File: config.mk
export PLATFORM = sky130hd
export DESIGN_NAME = bufc_port_arbiter
export DESIGN_NICKNAME = d
export VERILOG_FILES = /design/src/rtl/bufc_port_arbiter.sv
export SDC_FILE = /design/constraint.sdc
export NUM_CORES = 1
export LEC_CHECK = 0
export ABC_AREA = 1
export CELL_PAD_IN_SITES_DETAIL_PLACEMENT = 1
export CELL_PAD_IN_SITES_GLOBAL_PLACEMENT = 1
export CORE_ASPECT_RATIO = 2
export CORE_UTILIZATION = 37
export CTS_CLUSTER_SIZE = 20
export DETAILED_ROUTE_END_ITERATION = 16
export PLACE_DENSITY = 0.9
export REMOVE_ABC_BUFFERS = 1
export SETUP_SLACK_MARGIN = 0.3
export SLEW_MARGIN = 20
export SYNTH_ARGS = -nofsm -noshare
export SYNTH_HDL_FRONTEND = slang
export SYNTH_SLANG_ARGS = --single-unit
File: constraint.sdc
create_clock -name clk -period 2.45 [get_ports clk]
set_input_delay 0.3675 -clock clk [delete_from_list [all_inputs] [get_ports clk]]
set_output_delay 0.3675 -clock clk [all_outputs]
set_load 0.005 [all_outputs]
File: src/rtl/bufc_port_arbiter.sv
// Buffer-C port arbiter: grants whole ACC / LD / ST bursts on the single buffer-C
// read/write port pair and generates every buffer address, write enable and mux select.
module bufc_port_arbiter #(
    parameter int ADDR_W  = 8,
    parameter int LEN_W   = 9,
    parameter int ACC_LAT = 3,
    parameter int RD_LAT  = 1
) (
    input  logic              clk,
    input  logic              rstn,
    input  logic              acc_req,
    input  logic [ADDR_W-1:0] acc_base,
    input  logic [LEN_W-1:0]  acc_len,
    input  logic              acc_beat,
    output logic              acc_gnt,
    output logic              acc_done,
    input  logic              ld_req,
    input  logic [ADDR_W-1:0] ld_base,
    input  logic [LEN_W-1:0]  ld_len,
    input  logic              ld_beat,
    output logic              ld_gnt,
    output logic              ld_done,
    input  logic              st_req,
    input  logic [ADDR_W-1:0] st_base,
    input  logic [LEN_W-1:0]  st_len,
    input  logic              st_ready,
    output logic              st_gnt,
    output logic              st_done,
    output logic              st_valid,
    output logic [ADDR_W-1:0] bufc_raddr,
    output logic [ADDR_W-1:0] bufc_waddr,
    output logic              bufc_wren,
    output logic              load_sel,
    output logic              store_sel,
    output logic              err_len0
);

    typedef enum logic [2:0] {
        S_IDLE, S_ACC, S_LD, S_ST, S_DRAIN_ACC, S_DRAIN_ST
    } state_t;

    state_t            r_state;
    logic [ADDR_W-1:0] r_base;
    logic [LEN_W-1:0]  r_len;
    logic [LEN_W-1:0]  r_cnt;
    logic [1:0]        r_acc_streak;
    logic              r_acc_gnt, r_ld_gnt, r_st_gnt;
    logic              r_load_sel, r_store_sel;
    logic              r_acc_done, r_ld_done, r_st_done;
    logic              r_err_len0;
    logic [ADDR_W-1:0] r_raddr;
    logic [ACC_LAT-1:0] r_wb_vld;
    logic [ADDR_W-1:0] r_wb_addr [ACC_LAT];
    logic [RD_LAT-1:0] r_rd_vld;

    logic              w_guard, w_pick_acc, w_pick_ld, w_pick_st, w_pick_any;
    logic [ADDR_W-1:0] w_pick_base;
    logic [LEN_W-1:0]  w_pick_len;
    logic [ADDR_W-1:0] w_addr;
    logic [LEN_W-1:0]  w_cnt_nxt;
    logic              w_last;
    logic              w_acc_issue, w_ld_write, w_st_issue;
    logic              w_wb_pending, w_rd_pending;

    // After two back-to-back ACC grants a waiting LD or ST takes the next slot.
    assign w_guard    = (r_acc_streak == 2'd2) && (ld_req || st_req);
    assign w_pick_acc = acc_req && !w_guard;
    assign w_pick_ld  = ld_req && !w_pick_acc;
    assign w_pick_st  = st_req && !w_pick_acc && !ld_req;
    assign w_pick_any = w_pick_acc || w_pick_ld || w_pick_st;

    always_comb begin
        w_pick_base = acc_base;
        w_pick_len  = acc_len;
        if (w_pick_ld) begin
            w_pick_base = ld_base;
            w_pick_len  = ld_len;
        end else if (w_pick_st) begin
            w_pick_base = st_base;
            w_pick_len  = st_len;
        end
    end

    assign w_addr      = r_base + r_cnt[ADDR_W-1:0];
    assign w_cnt_nxt   = r_cnt + LEN_W'(1);
    assign w_last      = (w_cnt_nxt == r_len);
    assign w_acc_issue = (r_state == S_ACC) && acc_beat;
    assign w_ld_write  = (r_state == S_LD) && ld_beat;
    assign w_st_issue  = (r_state == S_ST) && st_ready;

    // Entries still travelling below the output stage of each pipe.
    assign w_wb_pending = |(r_wb_vld << 1);
    assign w_rd_pending = |(r_rd_vld << 1);

    assign bufc_raddr = (w_acc_issue || w_st_issue) ? w_addr : r_raddr;
    assign bufc_wren  = w_ld_write || r_wb_vld[ACC_LAT-1];
    assign bufc_waddr = w_ld_write ? w_addr : r_wb_addr[ACC_LAT-1];
    assign st_valid   = r_rd_vld[RD_LAT-1];

    assign acc_gnt   = r_acc_gnt;
    assign ld_gnt    = r_ld_gnt;
    assign st_gnt    = r_st_gnt;
    assign load_sel  = r_load_sel;
    assign store_sel = r_store_sel;
    assign acc_done  = r_acc_done;
    assign ld_done   = r_ld_done;
    assign st_done   = r_st_done;
    assign err_len0  = r_err_len0;

    always_ff @(posedge clk or negedge rstn) begin
        if (!rstn) begin
            r_wb_vld <= '0;
            r_rd_vld <= '0;
            r_raddr  <= '0;
            for (int i = 0; i < ACC_LAT; i++) r_wb_addr[i] <= '0;
        end else begin
            r_wb_vld     <= (r_wb_vld << 1) | ACC_LAT'(w_acc_issue);
            r_rd_vld     <= (r_rd_vld << 1) | RD_LAT'(w_st_issue);
            r_wb_addr[0] <= w_addr;
            for (int i = 1; i < ACC_LAT; i++) r_wb_addr[i] <= r_wb_addr[i-1];
            if (w_acc_issue || w_st_issue) r_raddr <= w_addr;
        end
    end

    always_ff @(posedge clk or negedge rstn) begin
        if (!rstn) begin
            r_state      <= S_IDLE;
            r_base       <= '0;
            r_len        <= '0;
            r_cnt        <= '0;
            r_acc_streak <= '0;
            r_acc_gnt    <= 1'b0;
            r_ld_gnt     <= 1'b0;
            r_st_gnt     <= 1'b0;
            r_load_sel   <= 1'b0;
            r_store_sel  <= 1'b0;
            r_acc_done   <= 1'b0;
            r_ld_done    <= 1'b0;
            r_st_done    <= 1'b0;
            r_err_len0   <= 1'b0;
        end else begin
            r_acc_done <= 1'b0;
            r_ld_done  <= 1'b0;
            r_st_done  <= 1'b0;
            case (r_state)
                S_IDLE: begin
                    if (w_pick_any) begin
                        if (w_pick_acc)
                            r_acc_streak <= (r_acc_streak == 2'd2) ? 2'd2 : r_acc_streak + 2'd1;
                        else
                            r_acc_streak <= 2'd0;
                        // A zero-length burst never touches the port; it only completes.
                        if (w_pick_len == '0) begin
                            r_err_len0 <= 1'b1;
                            r_acc_done <= w_pick_acc;
                            r_ld_done  <= w_pick_ld;
                            r_st_done  <= w_pick_st;
                        end else begin
                            r_base      <= w_pick_base;
                            r_len       <= w_pick_len;
                            r_cnt       <= '0;
                            r_state     <= w_pick_acc ? S_ACC : (w_pick_ld ? S_LD : S_ST);
                            r_acc_gnt   <= w_pick_acc;
                            r_ld_gnt    <= w_pick_ld;
                            r_load_sel  <= w_pick_ld;
                            r_st_gnt    <= w_pick_st;
                            r_store_sel <= w_pick_st;
                        end
                    end
                end
                S_ACC: begin
                    if (acc_beat) begin
                        r_cnt <= w_cnt_nxt;
                        if (w_last) begin
                            r_state   <= S_DRAIN_ACC;
                            r_acc_gnt <= 1'b0;
                        end
                    end
                end
                S_DRAIN_ACC: begin
                    if (!w_wb_pending) begin
                        r_state    <= S_IDLE;
                        r_acc_done <= 1'b1;
                    end
                end
                S_LD: begin
                    if (ld_beat) begin
                        r_cnt <= w_cnt_nxt;
                        if (w_last) begin
                            r_state    <= S_IDLE;
                            r_ld_gnt   <= 1'b0;
                            r_load_sel <= 1'b0;
                            r_ld_done  <= 1'b1;
                        end
                    end
                end
                S_ST: begin
                    if (st_ready) begin
                        r_cnt <= w_cnt_nxt;
                        if (w_last) begin
                            r_state  <= S_DRAIN_ST;
                            r_st_gnt <= 1'b0;
                        end
                    end
                end
                S_DRAIN_ST: begin
                    if (!w_rd_pending) begin
                        r_state     <= S_IDLE;
                        r_store_sel <= 1'b0;
                        r_st_done   <= 1'b1;
                    end
                end
                default: r_state <= S_IDLE;
            endcase
        end
    end

endmodule

==> results of run 1 <==
kinds of logic after synthesis:
logic type,Yosys count,synth area share
xor gates and xnor gates,7,0.01472
and+or+nand+nor,346,0.3610
buffers and inverters,65,0.07027
adders and majority gates,11,0.03484
DFF,75,0.4505
AOI/OAI and AO/OA,41,0.06877
through the flow:
stage	cell area [µm²]	TNS (ns)	hold WS, ns
4_1_cts	6788	-1.249	0.06083
3_5_place_dp	5533	-8.764	0.3362
3_3_place_gp	5533	-2.896	0.3344
2_1_floorplan	4081	0	0.07191
synthesized netlist by cell type (4+ instances only):
cell type,n,area (µm²)
nor2_1,45,168.9
inv_1,46,172.7
inv_2,4,15.01
o21ai_0,11,55.05
o21ai_2,7,61.31
nand2_1,198,743.2
buf_6,4,45.04
nor2_2,6,37.54
ha_1,10,125.1
a21oi_1,6,30.03
xor2_1,5,43.79
nand3_1,73,365.4
o211ai_2,4,50.05
dfrtp_1,75,1877
o21bai_1,4,30.03
per-layer routing:
layer / overflow / track usage
met1: 1 / 0.7901
met2: 254 / 1.056
met3: 4 / 0.5910
met4: 115 / 0.9677
met5: 0 / 0.03043
what timing repair did:
action                     CTS
setup endpoints to repair   52
cloned                       2
buffers inserted            63
pin swaps                   52
resized for setup          195
==> out/summary.txt, run 1 <==
Status -> stopped before the end
Fail Step -> global routing (5_1_grt)
Err -> [ERROR GRT-0232] Routing congestion too high. Check the congestion heatmap in the GUI.
Main synth FF type -> dfrtp_1
CTS Buffer Depth -> 2
Rows -> 54
Starting Density -> 0.3807
Async set-or-reset flop fraction in the synthesized netlist -> 1.000
Chip Height -> 152.1 µm
Initial antenna violation count -> 1
Syn Std Cell Area -> 4166 µm²
Largest net degree at the start of global routing -> 76
Clock sinks -> 75
Port Buf Inserts -> 85
Total GRT Usage -> 0.8298
H-tree depth -> 3
Dpl ws -> -0.5081 ns
Mapped Cells -> 545
CTS root buffer -> clkbuf_16
Unique masters post-synth -> 38
EDFF count, synth -> 0
Io pins -> 86
Overall die width -> 77.04 µm
Syn avg cell area -> 7.645 µm²
GRT overflow -> 374
Placed Instances -> 813
Detail Placement HPWL -> 10790 µm
Post-synthesis register bit count -> 75
Synthesis Warnings -> 0
Worst endpoint from the post-global-route timing repair -> bufc_raddr[6]
Worst EP kind -> primary output
Sequential area share after synthesis -> 0.4505
RD Place Congestion -> 0.8954
Hold-fix buffers at CTS -> 0
Num CTS Buffers -> 9
==> run 2: changes to the inputs <==
==> config.mk (replaced) <==
export PLATFORM = sky130hd
export DESIGN_NAME = bufc_port_arbiter
export DESIGN_NICKNAME = d
export VERILOG_FILES = /design/src/rtl/bufc_port_arbiter.sv
export SDC_FILE = /design/constraint.sdc
export NUM_CORES = 1
export LEC_CHECK = 0
export ABC_AREA = 1
export CORE_UTILIZATION = 35
export DETAILED_ROUTE_END_ITERATION = 16
export PLACE_DENSITY_LB_ADDON = 0.15
export REMOVE_ABC_BUFFERS = 1
export SLEW_MARGIN = 20
export SYNTH_ARGS = -nofsm -noshare
export SYNTH_HDL_FRONTEND = slang
export SYNTH_SLANG_ARGS = --single-unit
==> run 2 against run 1 <==
The flow now finishes, with violations (design-rule violations, negative setup slack). Synthesized cell count unchanged. Area after synthesis unchanged.
==> out/summary.txt, run 2 <==
Die area -> 12340 µm²
Rows -> 39
Combinational share of power -> 0.511
Mapped Cells -> 545
Final hold vios -> 0
Synth top area share -> 0.4505
Largest Register -> r_wb_addr
Commonest cells after routing, fill and taps aside -> nand2_1, dfrtp_1, clkdlybuf4s50_1
Syn Std Cell Area -> 4166 µm²
Max-slew violation count -> 0
Switch share -> 0.3818
CTS root buffer -> clkbuf_16
Unique masters post-synth -> 38
Detail Placement HPWL -> 7901 µm
Max frequency -> 385.5 MHz
Final WL -> 10930 µm
Hold crit path type -> primary input to async pin
CP endpoint kind -> output pin
Status -> complete, but fails checks
Port Buf Inserts -> 85
Area contributors post-synth -> dfrtp_1, nand2_1, nand3_1, inv_1, nor2_1
Slew headroom -> 0.3791
H-tree depth -> 3
Worst clock skew -> 0.01190 ns
Largest net degree at the start of global routing -> 76
Crit path time final -> 2.594 ns
Psw -> 0.002707 W
Io pins -> 86
VDD IR max -> 0.3835 mV
First drt pass iteration count -> 11
Worst EP arrival -> 2.23 ns
Leading registers by flop count -> r_wb_addr (24), r_cnt (9), r_len (9)
Main synth FF type -> dfrtp_1
Worst skew pair latency -> 0.34 ns
CTS tree -> built
Final worst slack -> -0.1441 ns
Most frequent cells after synthesis -> nand2_1, dfrtp_1, nand3_1, inv_1, nor2_1
Leak -> 3.131 nW
Final setup viols -> 7
Chip Height -> 111.1 µm
Async set-or-reset flop fraction in the synthesized netlist -> 1.000
Clock sinks -> 75
Layout Utilization -> 0.5442
Int Pwr -> 0.004383 W
Crit Path Max Fanout -> 3
Clock power share -> 0.206
Layout cells sized above 1 -> 0.2652
Area Growth Syn to Fin -> 50.42%
Clock transition at path regs -> 0.06 ns
Total GRT Usage -> 0.1828
Syn avg cell area -> 7.645 µm²
Measured slew at the worst slew-check pin -> 0.9313 ns
Cell taking the most area after synthesis -> dfrtp_1
PwrDens -> 1131 nW/µm²
Core box area -> 11520 µm²
Post-DR wirelength/cell -> 12.89 µm
Worst endpoint required time -> 2.08 ns
Max Cap Violations -> 0
GRT overflow -> 0
Synthesis Warnings -> 0
CTS Buffer Depth -> 2
Hold slack -> 0.1685 ns
Most common cell after layout, fill and taps aside -> nand2_1
EDFF count, synth -> 0
Initial antenna violation count -> 0
Top-count cell post-synth -> nand2_1
Vias in the first global route -> 3930
DRC viols -> 6
Failing checks -> design-rule violations, negative setup slack
Setup crit start kind -> flop
Final antenna diode count -> 0
Post-DR vias/cell -> 4.686
First-pass GRT wire length -> 18050 µm
Reg power frac -> 0.283
Detailed router's first-iteration violation count -> 178
Max FFs per register -> 24
Starting Density -> 0.3618
DR vias -> 3974
Period utilization -> 1.059
Setup CP Type -> flop to output pin
Hold-fix buffers at CTS -> 0
Sequential area share after synthesis -> 0.4505
Post-synthesis register bit count -> 75
Num CTS Buffers -> 9
Unrepaired setup endpoints after global routing -> yes
Fin nets -> 770
Post-route ant nets -> 0
RD Place Congestion -> 0.8316
Overall die width -> 111.1 µm
## run 2: cell counts after synthesis
No cell type changed its count.
## run 2: repair_timing
item | 4_1_cts | 5_1_grt
gates resized for setup | 87 | 35
endpoints found under the setup margin | 16 | 32
pin swaps | 27 | 32
setup buffers | 20 | 12
gates cloned | 0 | 2
## run 2: cell families (layout without fill, tap and decap cells)
family          after synthesis  count (layout)  share of synthesized area
buf+inv                      65             224                    0.07027
fa+ha+maj                    11              11                    0.03484
compound gates               41              41                    0.06877
flops                        75              75                     0.4505
xor+xnor                      7               7                    0.01472
simple gates                346             347                     0.3610
## run 2: worst paths after layout
kind	end	start	cells past startpoint	slack (ns)
hold reg to reg	r_wb_addr[1]$_DFF_PN0_	r_wb_addr[9]$_DFF_PN0_	0	0.35
min in group clk	r_wb_addr[1]$_DFF_PN0_	r_wb_addr[9]$_DFF_PN0_	0	0.35
hold / removal	r_raddr[3]$_DFF_PN0_	rstn	1	0.17
setup / recovery	bufc_raddr[7]	r_base[2]$_DFFE_PN0P_	14	-0.14
setup reg to reg	r_cnt[0]$_DFFE_PN0P_	r_state[2]$_DFFE_PN0P_	14	0.13
max in group asynchronous	r_state[2]$_DFFE_PN0P_	rstn	1	1.61
## run 2: area by class of cell
class | count | area, µm²
fillers | 1095 | 5249
well taps | 143 | 178.9
repair buffers | 154 | 1334
multi-input cells | 406 | 2330
clock buffers | 11 | 252.7
inverters | 54 | 209.0
clock inverters | 5 | 85.08
flip-flops and latches | 75 | 1878
## run 2: metrics by stage
step	power, W	instances	cell area (µm²)	setup slack (ns)	setup TNS, ns
final	0.007090	848	6267	-0.1441	-0.5797
after global routing	0.007611	848	6267	-0.3070	-1.786
after CTS	0.006819	838	6078	-0.1768	-0.7818
after detailed placement	0.004956	802	5409	-0.3672	-1.912
after global placement	0.004888	802	5409	-0.3283	-1.555
after floorplan	0.003612	534	4081	0.1695	0
## run 2: power by group through the flow
stage	sequential, W	combinational (W)	clock [W]
after CTS	0.00200	0.00333	0.00149
after global routing	0.00205	0.00401	0.00154
final	0.00201	0.00362	0.00146
after floorplan	0.00196	0.00166	0
after global placement	0.00198	0.00290	0
after detailed placement	0.00200	0.00296	0
## run 2: layer usage
layer	global-route usage	up-vias	share of wire
li1	-	2058	-
met1	0.2436	1806	0.48
met2	0.2918	99	0.46
met3	0.03827	11	0.043
met4	0.06937	0	0.013
met5	0	-	0
## run 2: worst max-delay path, stage by stage (launching register included)
cell and delay (ns):
dfrtp_1 0.42, ha_4 0.28, a21oi_4 0.15, nand2_2 0.08, a21oi_2 0.11, o21bai_1 0.08, buf_4 0.14, nand2_2 0.05
nand2_2 0.05, a21oi_2 0.13, inv_1 0.06, nand2_2 0.08, nand3_2 0.08, nand2_2 0.07, buf_2 0.10
No activity file was read; power rests on OpenSTA's default activity.
==> run 3: changes to the inputs <==
--- a/config.mk
+++ b/config.mk
@@ -6,7 +6,7 @@
 export NUM_CORES = 1
 export LEC_CHECK = 0
 export ABC_AREA = 1
-export CORE_UTILIZATION = 35
+export CORE_UTILIZATION = 52
 export DETAILED_ROUTE_END_ITERATION = 16
 export PLACE_DENSITY_LB_ADDON = 0.15
 export REMOVE_ABC_BUFFERS = 1
==> run 3 against run 2 <==
First-iteration DRC count up 13%. Wire length up 12%. Count of clock-buffer cells in the layout down 1. Hold slack worse by 0.14 ns. Fmax down 5.3%. The run ends with negative setup slack left. Cell count down 2.7%. Combinational power up 15%. Via count up 6.0%. Highest routed layer unchanged.
==> out/summary.txt, run 3 (synthesis gave the netlist of run 2 again) <==
Max-slew violation count -> 0
Layout cells sized above 1 -> 0.2988
Final antenna diode count -> 0
Detailed router's first-iteration violation count -> 202
Io pins -> 86
Failing checks -> negative setup slack
Rows -> 32
Vias in the first global route -> 4225
PwrDens -> 1135 nW/µm²
Fin cells -> 825
Core box area -> 7727 µm²
GRT overflow -> 0
Max FFs per register -> 24
Fin nets -> 788
Post-DR wirelength/cell -> 14.81 µm
Post-DR vias/cell -> 5.105
Leak -> 3.169 nW
Final worst slack -> -0.2907 ns
Total GRT Usage -> 0.3009
Worst EP arrival -> 2.37 ns
FF+latch area -> 1877 µm²
Hold crit path type -> primary input to async pin
Leading registers by flop count -> r_wb_addr (24), r_cnt (9), r_len (9)
Slew headroom -> 0.7408
Max frequency -> 364.9 MHz
Detail Placement HPWL -> 7835 µm
Die area -> 8374 µm²
Placed Instances -> 760
# fillers -> 519
CTS root buffer -> clkbuf_8
Status -> complete, but fails checks
Initial antenna violation count -> 0
CTS tree -> built
Worst endpoint required time -> 2.08 ns
First drt pass iteration count -> 4
CTS Buffer Depth -> 2
Footprint of the multi-input gates -> 2310 µm²
Commonest cells after routing, fill and taps aside -> nand2_1, dfrtp_1, nand3_1, buf_4, clkdlybuf4s50_1
Port Buf Inserts -> 85
Final WL -> 12220 µm
Worst skew pair latency -> 0.37 ns
Largest Register -> r_wb_addr
Final hold vios -> 0
Chip Height -> 91.51 µm
First-pass GRT wire length -> 19540 µm
Setup CP Type -> flop to output pin
Max Cap Violations -> 0
Most common cell after layout, fill and taps aside -> nand2_1
Area Growth Syn to Fin -> 49.31%
Clock sinks -> 75
Crit path time final -> 2.741 ns
Post-route ant nets -> 0
Unrepaired setup endpoints after global routing -> yes
CP endpoint kind -> output pin
Layout Utilization -> 0.8051
Hold-fix buffers at CTS -> 0
Final setup viols -> 14
Crit Path Max Fanout -> 3
RD Place Congestion -> 0.9067
VDD IR max -> 0.5215 mV
Starting Density -> 0.5392
Overall die width -> 91.51 µm
DRC viols -> 0
Num CTS Buffers -> 9
DR vias -> 4212
Setup crit start kind -> flop
Clock transition at path regs -> 0.09 ns
H-tree depth -> 3
Period utilization -> 1.119
Largest net degree at the start of global routing -> 76
Measured slew at the worst slew-check pin -> 0.3887 ns
Worst clock skew -> 0.01875 ns
run 3: changes by cell type in the layout (fill, tap and decap cells not counted), sizes merged:
cell,delta
clkbuf,+4
dlygate4sd2,-5
clkdlybuf4s50,-2
bufinv,-2
dlymetal6s2s,+2
nand2,-1
buf,+19
clkinvlp,+3
run 3: final timing paths:
check / start / endpoint / slack (ns) / cells past startpoint
worst min register to register: r_wb_addr[9]$_DFF_PN0_ / r_wb_addr[1]$_DFF_PN0_ / 0.35 / 0
worst min-delay path: rstn / r_wb_addr[4]$_DFF_PN0_ / 0.03 / 2
max in group asynchronous: rstn / r_len[6]$_DFFE_PN0P_ / 2.10 / 2
worst max register to register: r_base[2]$_DFFE_PN0P_ / r_raddr[7]$_DFF_PN0_ / -0.25 / 18
worst max-delay path: r_base[2]$_DFFE_PN0P_ / bufc_raddr[7] / -0.29 / 14
min in group clk: r_wb_addr[9]$_DFF_PN0_ / r_wb_addr[1]$_DFF_PN0_ / 0.35 / 0
run 3: timing repair:
item                       CTS  global route
gates resized for setup     88            67
pin swaps                   31            40
setup endpoints to repair   17            25
gates cloned                 0             0
buffers inserted            40            15
hold endpoints to repair     0             0
run 3: layer usage:
layer,global-route usage,up-vias,part of all wire
met5,0,-,0
met4,0.1455,0,0.024
met3,0.03853,23,0.047
met2,0.5251,130,0.51
met1,0.3664,1977,0.42
li1,-,2082,-
run 3: layout make-up:
| type | count | area share |
|---|---|---|
| Clock buffer | 10 | 0.02051 |
| Clock inverter | 6 | 0.006637 |
| Inverter | 54 | 0.03500 |
| Multi-Input combinational cell | 405 | 0.3713 |
| Sequential cell | 75 | 0.3017 |
| Tap cell | 102 | 0.02051 |
| Timing Repair Buffer | 173 | 0.2444 |
run 3: through the flow:
step	total power [W]	hold slack [ns]	TNS, ns	setup slack [ns]	cell area, µm²
global placement	0.004847	0.3314	-1.348	-0.3116	5360
floorplan	0.003612	0.07191	0	0.1695	4081
finish	0.007062	0.03248	-2.133	-0.2907	6221
CTS	0.006518	0.05035	-1.261	-0.2186	5993
detailed placement	0.004960	0.3347	-1.900	-0.3302	5360
global route	0.007526	0.05197	-3.522	-0.4011	6221
run 3: report_power, final:
part	switching, W	internal, W
Clock	0.000494	0.000368
Sequential	0.000298	0.00174
Combinational	0.00217	0.00199
Total	0.00296	0.00410
run 3: worst max-delay path, cell delays in order (launching register included):
cell      delay (ns)
dfrtp_1         0.42
ha_4            0.27
a21oi_2         0.15
nand2_2         0.09
a21oi_2         0.13
o21bai_1        0.12
buf_4           0.16
nand2_2         0.05
nand2_2         0.05
a21oi_2         0.13
inv_1           0.07
nand2_2         0.08
nand3_2         0.10
nand2_2         0.08
buf_2           0.11
==> run 4: changes to the inputs <==
--- a/config.mk
+++ b/config.mk
@@ -8,6 +8,7 @@
 export ABC_AREA = 1
 export CORE_UTILIZATION = 52
 export DETAILED_ROUTE_END_ITERATION = 16
+export HOLD_SLACK_MARGIN = 0.03
 export PLACE_DENSITY_LB_ADDON = 0.15
 export REMOVE_ABC_BUFFERS = 1
 export SLEW_MARGIN = 20
==> results of run 4 <==
Final layout, timing and power as in run 3 (identical DEF).
